### src/rtl/lifo_fifo_buffer.sv
// Single-port buffer with run-time LIFO/FIFO ordering, occupancy count, push+pop,
// and overflow/underflow pulses. All outputs come from registers.
module lifo_fifo_buffer #(
  parameter int DATA_WIDTH = 8,
  parameter int DEPTH      = 8,
  parameter int CNT_WIDTH  = $clog2(DEPTH + 1)
) (
  input  logic                  clk,
  input  logic                  reset,
  input  logic                  mode_in,
  input  logic [1:0]            op_in,
  input  logic [DATA_WIDTH-1:0] data_in,
  output logic [DATA_WIDTH-1:0] data_out,
  output logic                  data_valid,
  output logic                  empty,
  output logic                  full,
  output logic [CNT_WIDTH-1:0]  count,
  output logic                  overflow,
  output logic                  underflow,
  output logic                  mode
);

  localparam int PTR_WIDTH = (DEPTH > 1) ? $clog2(DEPTH) : 1;
  localparam logic [PTR_WIDTH-1:0] LAST_IDX = PTR_WIDTH'(DEPTH - 1);

  logic [DATA_WIDTH-1:0] r_mem [DEPTH];
  logic [CNT_WIDTH-1:0]  r_count;
  logic [PTR_WIDTH-1:0]  r_rd_ptr, r_wr_ptr;
  logic                  r_mode;
  logic [DATA_WIDTH-1:0] r_data_out;
  logic                  r_data_valid, r_overflow, r_underflow;

  logic                  w_empty, w_full, w_mode;
  logic [CNT_WIDTH-1:0]  w_count_d;
  logic [PTR_WIDTH-1:0]  w_rd_ptr_d, w_wr_ptr_d, w_raddr, w_waddr, w_top, w_rd_nxt, w_wr_nxt;
  logic                  w_we, w_re, w_bypass, w_ovf, w_unf;

  assign w_empty  = (r_count == '0);
  assign w_full   = (r_count == CNT_WIDTH'(DEPTH));
  // While empty the requested mode takes effect for this very operation, so the
  // first stored word is placed consistently with the ordering that will read it.
  assign w_mode   = w_empty ? mode_in : r_mode;
  assign w_top    = PTR_WIDTH'(r_count - 1'b1);
  assign w_rd_nxt = (r_rd_ptr == LAST_IDX) ? '0 : r_rd_ptr + 1'b1;
  assign w_wr_nxt = (r_wr_ptr == LAST_IDX) ? '0 : r_wr_ptr + 1'b1;

  always_comb begin
    w_count_d  = r_count;
    w_rd_ptr_d = r_rd_ptr;
    w_wr_ptr_d = r_wr_ptr;
    w_raddr    = '0;
    w_waddr    = '0;
    w_we       = 1'b0;
    w_re       = 1'b0;
    w_bypass   = 1'b0;
    w_ovf      = 1'b0;
    w_unf      = 1'b0;
    if (!reset) begin
      unique case (op_in)
        2'b01: begin
          if (w_empty) begin
            w_unf = 1'b1;
          end else begin
            w_re      = 1'b1;
            w_count_d = r_count - 1'b1;
          end
        end
        2'b10: begin
          if (w_full) begin
            w_ovf = 1'b1;
          end else begin
            w_we      = 1'b1;
            w_count_d = r_count + 1'b1;
          end
        end
        2'b11: begin
          if (w_empty) begin
            w_bypass = 1'b1;
          end else begin
            w_re = 1'b1;
            w_we = 1'b1;
          end
        end
        default: ;
      endcase

      if (w_mode) begin
        w_raddr = r_rd_ptr;
        w_waddr = r_wr_ptr;
        if (w_re) w_rd_ptr_d = w_rd_nxt;
        if (w_we) w_wr_ptr_d = w_wr_nxt;
      end else begin
        w_raddr = w_top;
        // Push+pop on a stack replaces the top in place.
        w_waddr = w_re ? w_top : PTR_WIDTH'(r_count);
      end
    end
  end

  always_ff @(posedge clk) begin
    if (w_we) r_mem[w_waddr] <= data_in;
  end

  always_ff @(posedge clk) begin
    if (reset) begin
      r_count      <= '0;
      r_rd_ptr     <= '0;
      r_wr_ptr     <= '0;
      r_mode       <= 1'b0;
      r_data_out   <= '0;
      r_data_valid <= 1'b0;
      r_overflow   <= 1'b0;
      r_underflow  <= 1'b0;
    end else begin
      r_count      <= w_count_d;
      r_rd_ptr     <= w_rd_ptr_d;
      r_wr_ptr     <= w_wr_ptr_d;
      r_mode       <= w_mode;
      r_data_valid <= w_re | w_bypass;
      r_overflow   <= w_ovf;
      r_underflow  <= w_unf;
      if (w_re) begin
        r_data_out <= r_mem[w_raddr];
      end else if (w_bypass) begin
        r_data_out <= data_in;
      end
    end
  end

  assign data_out   = r_data_out;
  assign data_valid = r_data_valid;
  assign empty      = w_empty;
  assign full       = w_full;
  assign count      = r_count;
  assign overflow   = r_overflow;
  assign underflow  = r_underflow;
  assign mode       = r_mode;

endmodule

### config.mk
export PLATFORM = sky130hd
export DESIGN_NAME = lifo_fifo_buffer
export DESIGN_NICKNAME = d
export VERILOG_FILES = /design/src/rtl/lifo_fifo_buffer.sv
export SDC_FILE = /design/constraint.sdc
export NUM_CORES = 1
export LEC_CHECK = 0
export CAP_MARGIN = 25
export CORE_MARGIN = 3
export CORE_UTILIZATION = 50
export DETAILED_ROUTE_END_ITERATION = 6
export PLACE_DENSITY = 0.7
export SLEW_MARGIN = 20
export SYNTH_ARGS = -nofsm -noshare
export SYNTH_HDL_FRONTEND = slang
export SYNTH_SLANG_ARGS = --single-unit
### constraint.sdc
create_clock -name clk -period 3.2 [get_ports clk]
set_input_delay 0.48 -clock clk [delete_from_list [all_inputs] [get_ports clk]]
set_output_delay 0.48 -clock clk [all_outputs]
set_load 0.1 [all_outputs]
Word level (Yosys, flattened, before mapping) --
Memory sizes are Yosys's and may differ from the RTL's. Cells that the tools add are included. W data, S select, Z words.
Word-level totals: memories kept 1, memory bits (writable) 64, register bits 22, logic and storage cells 60, output and inout bits 18, input port bits 13
Operators by class: bitwise gates (word level) 3, add/subtract/negate cells 4, eq/ne operators 8, mux-type cells 27, reduce and logical (&&, ||, !) cells 9
Memory list:
- r_mem | words 8, width 8, read ports 1, clocked after Yosys merged registers in 0, wr ports 1, line 26 | logic [DATA_WIDTH-1:0] r_mem [DEPTH];
Operators with widths (count):
- $mux W3 | 7
- $mux W8 | 2
- $mux W1 | 14
- $mux W4 | 2
- $pmux W4 S2 | 1
- $add A3 B1 Y3 const B | 2
- $eq A3 B3 Y1 const B | 2
- $reduce_or A2 Y1 | 3
- $add A4 B1 Y4 const B | 1
- $eq A2 B2 Y1 const B | 2
- $eq A4 B4 Y1 const B | 1
- $logic_not A4 Y1 | 1
- $ne A2 B2 Y1 const B | 2
- $reduce_and A2 Y1 | 2
- $reduce_bool A2 Y1 | 2
- $sub A4 B1 Y4 const B | 1
- $reduce_and A3 Y1 | 1
- $eq A2 B1 Y1 const B | 1
- $not A1 Y1 | 2
- $pmux W1 S2 | 1
- $or A1 B1 Y1 | 1

Longest topological paths before layout --
Gate-level depths: netlist (run 1).
depth after elaboration 7, depth in mapped cells 10, mapped depth without buffers 8

Least setup slack after synthesis (run 1) --
No wires, ideal clock.
path kind register to register, from reg r_count[0] (netlist: count[0]), to mem r_mem[2][0] (enable), data required time 2.830 ns, data arrival time 3.145 ns, slack -0.315 ns, library setup time 0.370 ns, buffers on the path 1, cell stages (with the launch flop) 10, period minus slack after synthesis 3.515 ns, cell sequence dfxtp_1 -> inv_1 -> ha_1 -> and4bb_2 -> a21o_1 -> buf_6 -> a311oi_1 -> a21oi_1 -> or2_1 -> nor2_1
Between the ends: longest elaborated chain between the ends 7, elaborated cells between the ends (all ways) 16
Ends and longest elaborated chain:
- start: declaration | line 27 | logic [CNT_WIDTH-1:0] r_count;
- start signal: assignment | line 115 | r_count <= w_count_d;
- $eq A4 B4 Y1 / $logic_not A4 Y1 (equally long branches) | line 39, 38
- $mux W1 (on tied branches) | line 69, 61, 77
- $pmux W1 S2 / $mux W1 (equally long branches)
- $mux W1 | line 58 | if (!reset) begin
- $mux W1 / $mux W3 (equally long branches) | line 58, 95
- $mux W1 / $mux W3 (equally long branches) | line 101, 87
- $mux W1 (implied by the code) / $mux W3 (equally long branches) | line 101, 58
- end: declaration | line 26
Parallel ways exist; a longest one is shown, timed or not. The select of a mux whose other input is x is not followed.

Final worst setup path (run 1) --
from reg r_count[0] (netlist: count[0]), to mem r_mem[2][7] (enable)
Same word-level chain as after synthesis.

==> results of run 1 <==
[flip-flops by register name, indices dropped and copies added (netlist names), 3 cells and up]
name / flops
count: 4
data_out: 8
r_wr_ptr: 3
r_rd_ptr: 3
r_mem: 64
[placed cells by master, fill, tap and decap left out, drive strengths merged, types with 2 or more instances in the layout]
cell,n
buf,21
clkbuf,10
xnor2,3
inv,9
a31o,8
edfxtp,64
nor3,2
o22a,2
ha,6
a21o,2
a32oi,8
a211oi,2
a21oi,19
mux2i,5
nor2,25
clkinv,3
a311oi,2
o21ai,10
nor2b,2
a31oi,10
xor2,3
nand2,77
dfxtp,22
nand2b,3
nand3,22
clkdlybuf4s50,23
clkinvlp,2
[final timing paths]
check	from	end	slack, ns
worst max-delay path	count[0]	r_mem[2][7]	0.30
worst min-delay path	r_wr_ptr[2]	r_wr_ptr[2]	0.55
worst max register to register	count[0]	r_mem[2][7]	0.30
worst min register to register	r_wr_ptr[2]	r_wr_ptr[2]	0.55
[through the flow]
stage               std cells  setup WS (ns)  utilization [%]
global route              478          0.110             60.1
global placement          462          0.366             57.7
finish                    478          0.296             60.1
floorplan                 336         0.0132                -
detailed placement        462          0.304             57.7
CTS                       478          0.278             60.1
[layout make-up]
cell class                      instances  area, um^2
Clock buffer                           10         128
Inverter                                8        30.0
Tap cell                               99         124
Multi-Input combinational cell        225        1310
Fill cell                             596        2930
Clock inverter                          6        47.5
Timing Repair Buffer                   44         400
Sequential cell                        86        2360
[cells by family (layout without fill, tap and decap cells)]
logic type                 Yosys count  in the layout  share of synthesized area, %
buffers and inverters               25             68                          3.83
and+or+nand+nor                    140            140                          15.9
AOI/OAI and AO/OA                   68             68                          13.7
adders and majority gates            6              6                          1.97
muxes                                5              5                          1.31
DFF                                 86             86                          61.9
xor gates and xnor gates             6              6                          1.38
[power breakdown]
part           leakage [nW]  switching [mW]  internal, mW
logic                 0.729           0.922         0.368
registers             0.758          0.0630          1.29
clock network        0.0820           0.397         0.288
[metal layers]
| metal | vias up | part of all wire, % | GRT usage, % |
|---|---|---|---|
| li1 | 1292 | - | - |
| met1 | 1334 | 49 | 29.3 |
| met2 | 89 | 44 | 27.2 |
| met3 | 10 | 5.4 | 4.34 |
| met4 | 0 | 1.6 | 8.30 |
| met5 | - | 0 | 0 |
[worst reg2reg max path, stage by stage, from the launching register on]
cell and delay (ns):
dfxtp_2 0.36, inv_1 0.16, ha_1 0.30, or3b_1 0.39, a21o_1 0.24, a311oi_1 0.26
a21oi_1 0.08, or2_1 0.26, nor2_1 0.50
==> summary.md, run 1 <==
| Metric | Value |
|---|---|
| Status | `finished clean` |
| Initial antenna violation count | `0` |
| Number of cells on the critical path | `8` |
| Fin crit period | `2.90 ns` |
| Mapped Cells | `336` |
| Crit path DAT | `2.89 ns` |
| Hold Path Class | `flip-flop to flip-flop` |
| CP Capture Type | `flip-flop` |
| Synth Register Bits | `86` |
| CP max-delay cell | `nor2_1` |
| DR pass1 iterations | `4` |
| Pleak | `1.57 nW` |
| Drt via density | `5.70` |
| Design Power | `3.33 mW` |
| Buf+Inv Stages, Crit Path | `1` |
| Predominant post-synthesis flop cell | `edfxtp_1` |
| Worst slew pin tran | `0.967 ns` |
| Sequential-to-total area share from yosys stat | `61.9%` |
| Rows | `31` |
| Post-route cell area | `4400 um^2` |
| Chip width | `93.4 um` |
| CTS Hold Bufs | `0` |
| Worst stage delay on the critical path | `0.50 ns` |
| Top cell type's share of synthesized area | `50.3%` |
| Startpoint Class | `flip-flop` |
| # resized after CTS | `0` |
| Core area | `7330 um^2` |
| DR vias | `2725` |
| F_max | `0.344 GHz` |
| Synth cell count leaders | `nand2_1, edfxtp_1, nor2_1, dfxtp_1, nand3_1` |
| Synth top area cells | `edfxtp_1, dfxtp_1, nand2_1` |
| Max Cap Viol | `0` |
| Detailed placement HPWL | `5.42 mm` |
| CTS tree | `built` |
| CTS max path bufs | `2` |
| RSZ-0062 raised after global routing | `no` |
| Largest fanout on the critical path | `8` |
| Setup TNS | `0 ns` |
| Clock slew at reported path FFs | `0.08 ns` |
| Gr ovfl total | `0` |
| Vias in the first global route | `2527` |
| RePlAce Congestion | `0.865` |
| Setup Skew | `0.0129 ns` |
| CTS Buf Count | `9` |
| Area after DPL | `4230 um^2` |
| GR Util All Layers | `19.5%` |
| Largest net degree at the start of global routing | `33` |
| Critical path class | `flip-flop to flip-flop` |
| Clk root buf | `clkbuf_8` |
| Die span in y | `93.4 um` |
| Hold Violations, Final | `0` |
| H-tree Lvls | `3` |
| Area leader, netlist | `edfxtp_1` |
| DIE AREA | `8720 um^2` |
| Clock sinks | `86` |
| Depth of the worst register-to-register path | `8` |
| Setup Viol. Count Final | `0` |
| First-pass GRT wire length | `13.0 mm` |
| Routed WL | `8.21 mm` |
| Yosys Warn Count | `0` |
| Layout Area Growth over Synthesis | `15.3%` |
| Setup bufs post-CTS | `0` |
| # IOs | `31` |
| 1st-iter DRT viols | `248` |
| Worst Hold Path Cells | `2` |
| Nets | `393` |
| Fraction of registers with async set/reset | `0%` |
| Avg Cell Area, Syn | `11.4 um^2` |
| Wire per inst | `17.2 um` |
| Cell with the most instances after synthesis | `nand2_1` |
| Clk Latency, worst-skew pair | `0.36 ns` |
| Hold WS | `0.554 ns` |
| Kind of cell adding the most delay to the critical path | `simple AND/OR/NAND/NOR gates` |
| Fin. max-slew vios | `0` |
| Layout cell share with drive strength beyond 1 | `12.1%` |
| Max transition margin | `35.4%` |
| Synth unique cells | `44` |
| Synthesized net count | `355` |
| Initial core utilization | `52.1%` |
| Worst vdd ir | `0.231 mV` |
| Crit path cell chain | `inv_1 -> ha_1 -> or3b_1 -> a21o_1 -> a311oi_1 -> a21oi_1 -> or2_1 -> nor2_1` |
| Port buffer count | `30` |
| Post-route ant nets | `0` |
| Req. time, crit path | `3.19 ns` |
| Count of flip-flops with a built-in enable after synthesis | `64` |
| Number of remaining DRC errors | `0` |
| Mapped cell area | `3820 um^2` |
| Tcrit/Tclk final | `90.8%` |
| Diode count | `0` |
| Pwr dens | `755 nW/um^2` |
No activity file was read; power rests on OpenSTA's default activity.
==> run 2: changes to the inputs <==
--- a/config.mk
+++ b/config.mk
@@ -5,11 +5,10 @@
 export SDC_FILE = /design/constraint.sdc
 export NUM_CORES = 1
 export LEC_CHECK = 0
-export CAP_MARGIN = 25
 export CORE_MARGIN = 3
 export CORE_UTILIZATION = 50
 export DETAILED_ROUTE_END_ITERATION = 6
-export PLACE_DENSITY = 0.7
+export PLACE_DENSITY = 0.69
 export SLEW_MARGIN = 20
 export SYNTH_ARGS = -nofsm -noshare
 export SYNTH_HDL_FRONTEND = slang
==> summary.md, run 2 (synthesized netlist as in run 1, its figures left out) <==
| Metric | Value |
|---|---|
| Setup Skew | `0.0121 ns` |
| Commonest non-fill, non-tap cell in the layout | `nand2_1` |
| Drt via density | `5.61` |
| Tcrit/Tclk final | `90.5%` |
| Chip width | `93.4 um` |
| Initial antenna violation count | `0` |
| Layout Cells excl Fill | `477` |
| Startpoint Class | `flip-flop` |
| Setup Viol. Count Final | `0` |
| 1st-iter DRT viols | `291` |
| FILL cells | `598` |
| Status | `finished clean` |
| Setup TNS | `0 ns` |
| Worst slew pin tran | `0.969 ns` |
| Crit path DAT | `2.95 ns` |
| Rows | `31` |
| CTS tree | `built` |
| GR Util All Layers | `19.4%` |
| Final core utilization | `60.3%` |
| Fin. max-slew vios | `0` |
| Fin crit period | `2.90 ns` |
| DR vias | `2678` |
| Detailed placement HPWL | `5.32 mm` |
| Core area | `7330 um^2` |
| Hold Violations, Final | `0` |
| RePlAce Congestion | `0.797` |
| Max transition margin | `35.2%` |
| Hold Path Class | `flip-flop to flip-flop` |
| CTS max path bufs | `2` |
| Max reg flops | `64` |
| Clk root buf | `clkbuf_8` |
| Gr ovfl total | `0` |
| Diode count | `0` |
| Layout Area Growth over Synthesis | `15.7%` |
| Crit path cell chain | `inv_1 -> ha_1 -> or3b_1 -> a21o_1 -> a311oi_1 -> a21oi_1 -> or2_1 -> nor2_1 -> buf_4` |
| Pleak | `1.58 nW` |
| Worst vdd ir | `0.304 mV` |
| RSZ-0062 raised after global routing | `no` |
| Min-delay src | `r_wr_ptr[2]` |
| Routed WL | `7.91 mm` |
| CTS Hold Bufs | `0` |
| Largest net degree at the start of global routing | `33` |
| DP Cell Count | `461` |
| Layout cell share with drive strength beyond 1 | `12.4%` |
| Initial core utilization | `52.1%` |
| Nets | `392` |
| Critical path origin | `count[0]` |
| DIE AREA | `8720 um^2` |
| Setup bufs post-CTS | `0` |
| Worst Setup Slack, final | `0.303 ns` |
| Most frequent cells in the layout | `nand2_1, edfxtp_1, nor2_1` |
| CTS Buf Count | `9` |
| Die span in y | `93.4 um` |
| DR pass1 iterations | `5` |
| Pre-CTS WS | `0.317 ns` |
| Worst stage delay on the critical path | `0.46 ns` |
| Clock slew at reported path FFs | `0.08 ns` |
| Buf+Inv Stages, Crit Path | `2` |
| F_max | `0.345 GHz` |
| # resized after CTS | `0` |
| Wire per inst | `16.6 um` |
| Number of remaining DRC errors | `0` |
| Reg with most FFs | `r_mem` |
| Reg2reg start | `count[0]` |
| CP Capture Type | `flip-flop` |
| CP max-delay cell | `or3b_1` |
| Req. time, crit path | `3.25 ns` |
| Clock sinks | `86` |
| Critical path class | `flip-flop to flip-flop` |
| Clk Latency, worst-skew pair | `0.35 ns` |
| H-tree Lvls | `3` |
| Port buffer count | `30` |
| First-pass GRT wire length | `12.9 mm` |
| Kind of cell adding the most delay to the critical path | `simple AND/OR/NAND/NOR gates` |
| Largest fanout on the critical path | `10` |
| Pwr dens | `766 nW/um^2` |
| Max Cap Viol | `0` |
| Vias in the first global route | `2447` |
| Post-route ant nets | `0` |
| # IOs | `31` |
## run 2: cell type report
| type | count | area [um^2] | area share, % |
|---|---|---|---|
| flip-flops and latches | 86 | 2360 | 53.5 |
| multi-input cells | 225 | 1310 | 29.7 |
| repair buffers | 43 | 390 | 8.84 |
| clock buffers | 10 | 128 | 2.89 |
| well taps | 99 | 124 | 2.80 |
| clock inverters | 6 | 71.3 | 1.61 |
| inverters | 8 | 30.0 | 0.680 |
## run 2: final timing paths
check | slack, ns | end | cells after the start
setup / recovery | 0.30 | r_mem[7][3] | 9
hold / removal | 0.54 | r_wr_ptr[2] | 2
setup reg to reg | 0.30 | r_mem[7][3] | 9
hold reg to reg | 0.54 | r_wr_ptr[2] | 2
## run 2: layer usage
layer  global-route usage (%)  vias up  wire length [um]
met4                     5.74        0                85
met3                     3.86        6               575
met2                     27.0       93              3450
li1                         -     1296                 -
met5                        0        -                 0
met1                     30.4     1283              3800
## run 2: worst min-delay path, delay by kind of cell (launching register included)
kind	cells	cell delay [ns]
flops	1	0.33
mux	1	0.12
simple gates	1	0.05
## run 2: report_power, final
part,switching [mW],total [mW],leakage (nW),internal [mW]
Clock,0.394,0.761,0.0935,0.368
Sequential,0.0577,1.35,0.758,1.29
Combinational,0.915,1.28,0.726,0.360
## run 2: per-stage QoR
stage                     area [um^2]  hold slack, ns  power (mW)
after CTS                        4420           0.549        3.40
final                            4420           0.539        3.38
after floorplan                  3820           0.481        2.38
after global routing             4420           0.585        3.56
after global placement           4220           0.523        2.63
after detailed placement         4220           0.537        2.64
==> run 3: changes to the inputs <==
--- a/config.mk
+++ b/config.mk
@@ -5,7 +5,6 @@
 export SDC_FILE = /design/constraint.sdc
 export NUM_CORES = 1
 export LEC_CHECK = 0
-export CORE_MARGIN = 3
 export CORE_UTILIZATION = 50
 export DETAILED_ROUTE_END_ITERATION = 6
 export PLACE_DENSITY = 0.69
==> summary.md, run 3 (synthesized netlist as in run 1, its figures left out) <==
| Metric | Value |
|---|---|
| F_max | `0.333 GHz` |
| Hold Violations, Final | `0` |
| RSZ-0062 raised after global routing | `no` |
| Max reg flops | `64` |
| Die span in y | `89.4 um` |
| Buf+Inv Stages, Crit Path | `3` |
| DR pass1 iterations | `4` |
| Worst vdd ir | `0.271 mV` |
| RePlAce Congestion | `0.820` |
| Crit path cell chain | `inv_1 -> ha_1 -> or3b_1 -> a21o_1 -> a211oi_4 -> buf_4 -> buf_4 -> nand2_1 -> a31oi_1 -> a31o_1` |
| Max Cap Viol | `0` |
| Layout Cells excl Fill | `478` |
| Post-route ant nets | `0` |
| CTS Hold Bufs | `0` |
| Drt via density | `5.72` |
| CTS max path bufs | `2` |
| Fin. max-slew vios | `0` |
| Setup TNS | `0 ns` |
| Reg power frac | `39.7%` |
| Clock slew at reported path FFs | `0.09 ns` |
| GR Util All Layers | `22.2%` |
| Kind of cell adding the most delay to the critical path | `compound AO/OA/AOI/OAI gates` |
| Worst stage delay on the critical path | `0.47 ns` |
| Detailed placement HPWL | `5.46 mm` |
| DIE AREA | `7990 um^2` |
| Gr ovfl total | `0` |
| Setup Viol. Count Final | `0` |
| Clock power frac | `22.7%` |
| Largest fanout on the critical path | `17` |
| Reg with most FFs | `r_mem` |
| Clk root buf | `clkbuf_8` |
| Sw frac | `40.8%` |
| Critical path class | `flip-flop to flip-flop` |
| Hold Path Class | `flip-flop to flip-flop` |
| Clock sinks | `86` |
| Largest net degree at the start of global routing | `33` |
| Combinational cell fraction of total power | `37.6%` |
| CP max-delay cell | `or3b_1` |
| Layout cell share with drive strength beyond 1 | `12.4%` |
| CP Capture Type | `flip-flop` |
| CTS Buf Count | `9` |
| Max transition margin | `35.1%` |
| Core area | `7330 um^2` |
| FILL cells | `590` |
| First-pass GRT wire length | `12.9 mm` |
| # resized after CTS | `0` |
| # IOs | `31` |
| Tcrit/Tclk final | `94.0%` |
| 1st-iter DRT viols | `227` |
| CP most frequent cell | `buf_4` |
| Port buffer count | `30` |
| Clk Latency, worst-skew pair | `0.36 ns` |
| Layout Area Growth over Synthesis | `15.6%` |
| Most frequent cells in the layout | `nand2_1, edfxtp_1, nor2_1` |
| H-tree Lvls | `3` |
| Number of remaining DRC errors | `0` |
| Req. time, crit path | `3.51 ns` |
| Crit path DAT | `3.32 ns` |
| Diode count | `0` |
| Status | `finished clean` |
| Worst slew pin tran | `0.970 ns` |
| CTS tree | `built` |
| Initial antenna violation count | `0` |
| Routed WL | `8.17 mm` |
| Int Pwr | `2.01 mW` |
| Wire per inst | `17.1 um` |
| Startpoint Class | `flip-flop` |
| Fin crit period | `3.01 ns` |
| Rows | `31` |
| Nets | `393` |
| Chip width | `89.4 um` |
| Setup bufs post-CTS | `0` |
| Pwr dens | `771 nW/um^2` |
| Switching pwr | `1.39 mW` |
| DP Cell Count | `462` |
| Pleak | `1.58 nW` |
| Initial core utilization | `52.1%` |
| DR vias | `2735` |
| Commonest non-fill, non-tap cell in the layout | `nand2_1` |
| Setup Skew | `0.00877 ns` |
| Vias in the first global route | `2481` |
[run 3: metal layers]
| metal | GRT usage, % | up-vias | share of wire, % |
|---|---|---|---|
| li1 | - | 1295 | - |
| met5 | 0 | - | 0 |
| met3 | 3.05 | 10 | 6.1 |
| met1 | 33.6 | 1339 | 48 |
| met2 | 32.6 | 91 | 44 |
| met4 | 8.37 | 0 | 1.3 |
[run 3: layout make-up]
cell class | instances | area (um^2) | share of cell area, %
inverters | 8 | 30.0 | 0.680
well taps | 99 | 124 | 2.81
repair buffers | 44 | 388 | 8.79
clock inverters | 6 | 68.8 | 1.56
clock buffers | 10 | 128 | 2.89
flip-flops and latches | 86 | 2360 | 53.6
multi-input cells | 225 | 1310 | 29.7
[run 3: per-stage QoR]
step                      hold slack [ns]  util, %  power (mW)  worst slack, ns  instance area [um^2]
after floorplan                     0.481        -        2.38           0.0132                  3820
after global placement              0.524     57.5        2.63            0.316                  4220
after detailed placement            0.539     57.5        2.65            0.243                  4220
after CTS                           0.553     60.2        3.41            0.225                  4410
after global routing                0.587     60.2        3.56           0.0232                  4410
final                               0.549     60.2        3.40            0.193                  4410
[run 3: worst register-to-register path, stage by stage, from the launching register on]
cell	delay (ns)
dfxtp_2	0.36
inv_1	0.16
ha_1	0.30
or3b_1	0.47
a21o_1	0.36
a211oi_4	0.29
buf_4	0.24
buf_4	0.26
nand2_1	0.10
a31oi_1	0.23
a31o_1	0.18
[run 3: power by group through the flow]
stage / registers [mW] / clock network [mW] / logic [mW]
3_5_place_dp: 1.37 / 0 / 1.28
5_1_grt: 1.36 / 0.838 / 1.36
4_1_cts: 1.35 / 0.783 / 1.28
6_report: 1.35 / 0.771 / 1.28
2_1_floorplan: 1.69 / 0 / 0.681
3_3_place_gp: 1.37 / 0 / 1.26
[run 3: worst paths after layout]
check / startpoint / cells past startpoint / slack [ns] / end
max reg2reg: count[0] / 10 / 0.19 / data_out[7]
min: r_rd_ptr[0] / 2 / 0.55 / r_rd_ptr[0]
max: count[0] / 10 / 0.19 / data_out[7]
min reg2reg: r_rd_ptr[0] / 2 / 0.55 / r_rd_ptr[0]
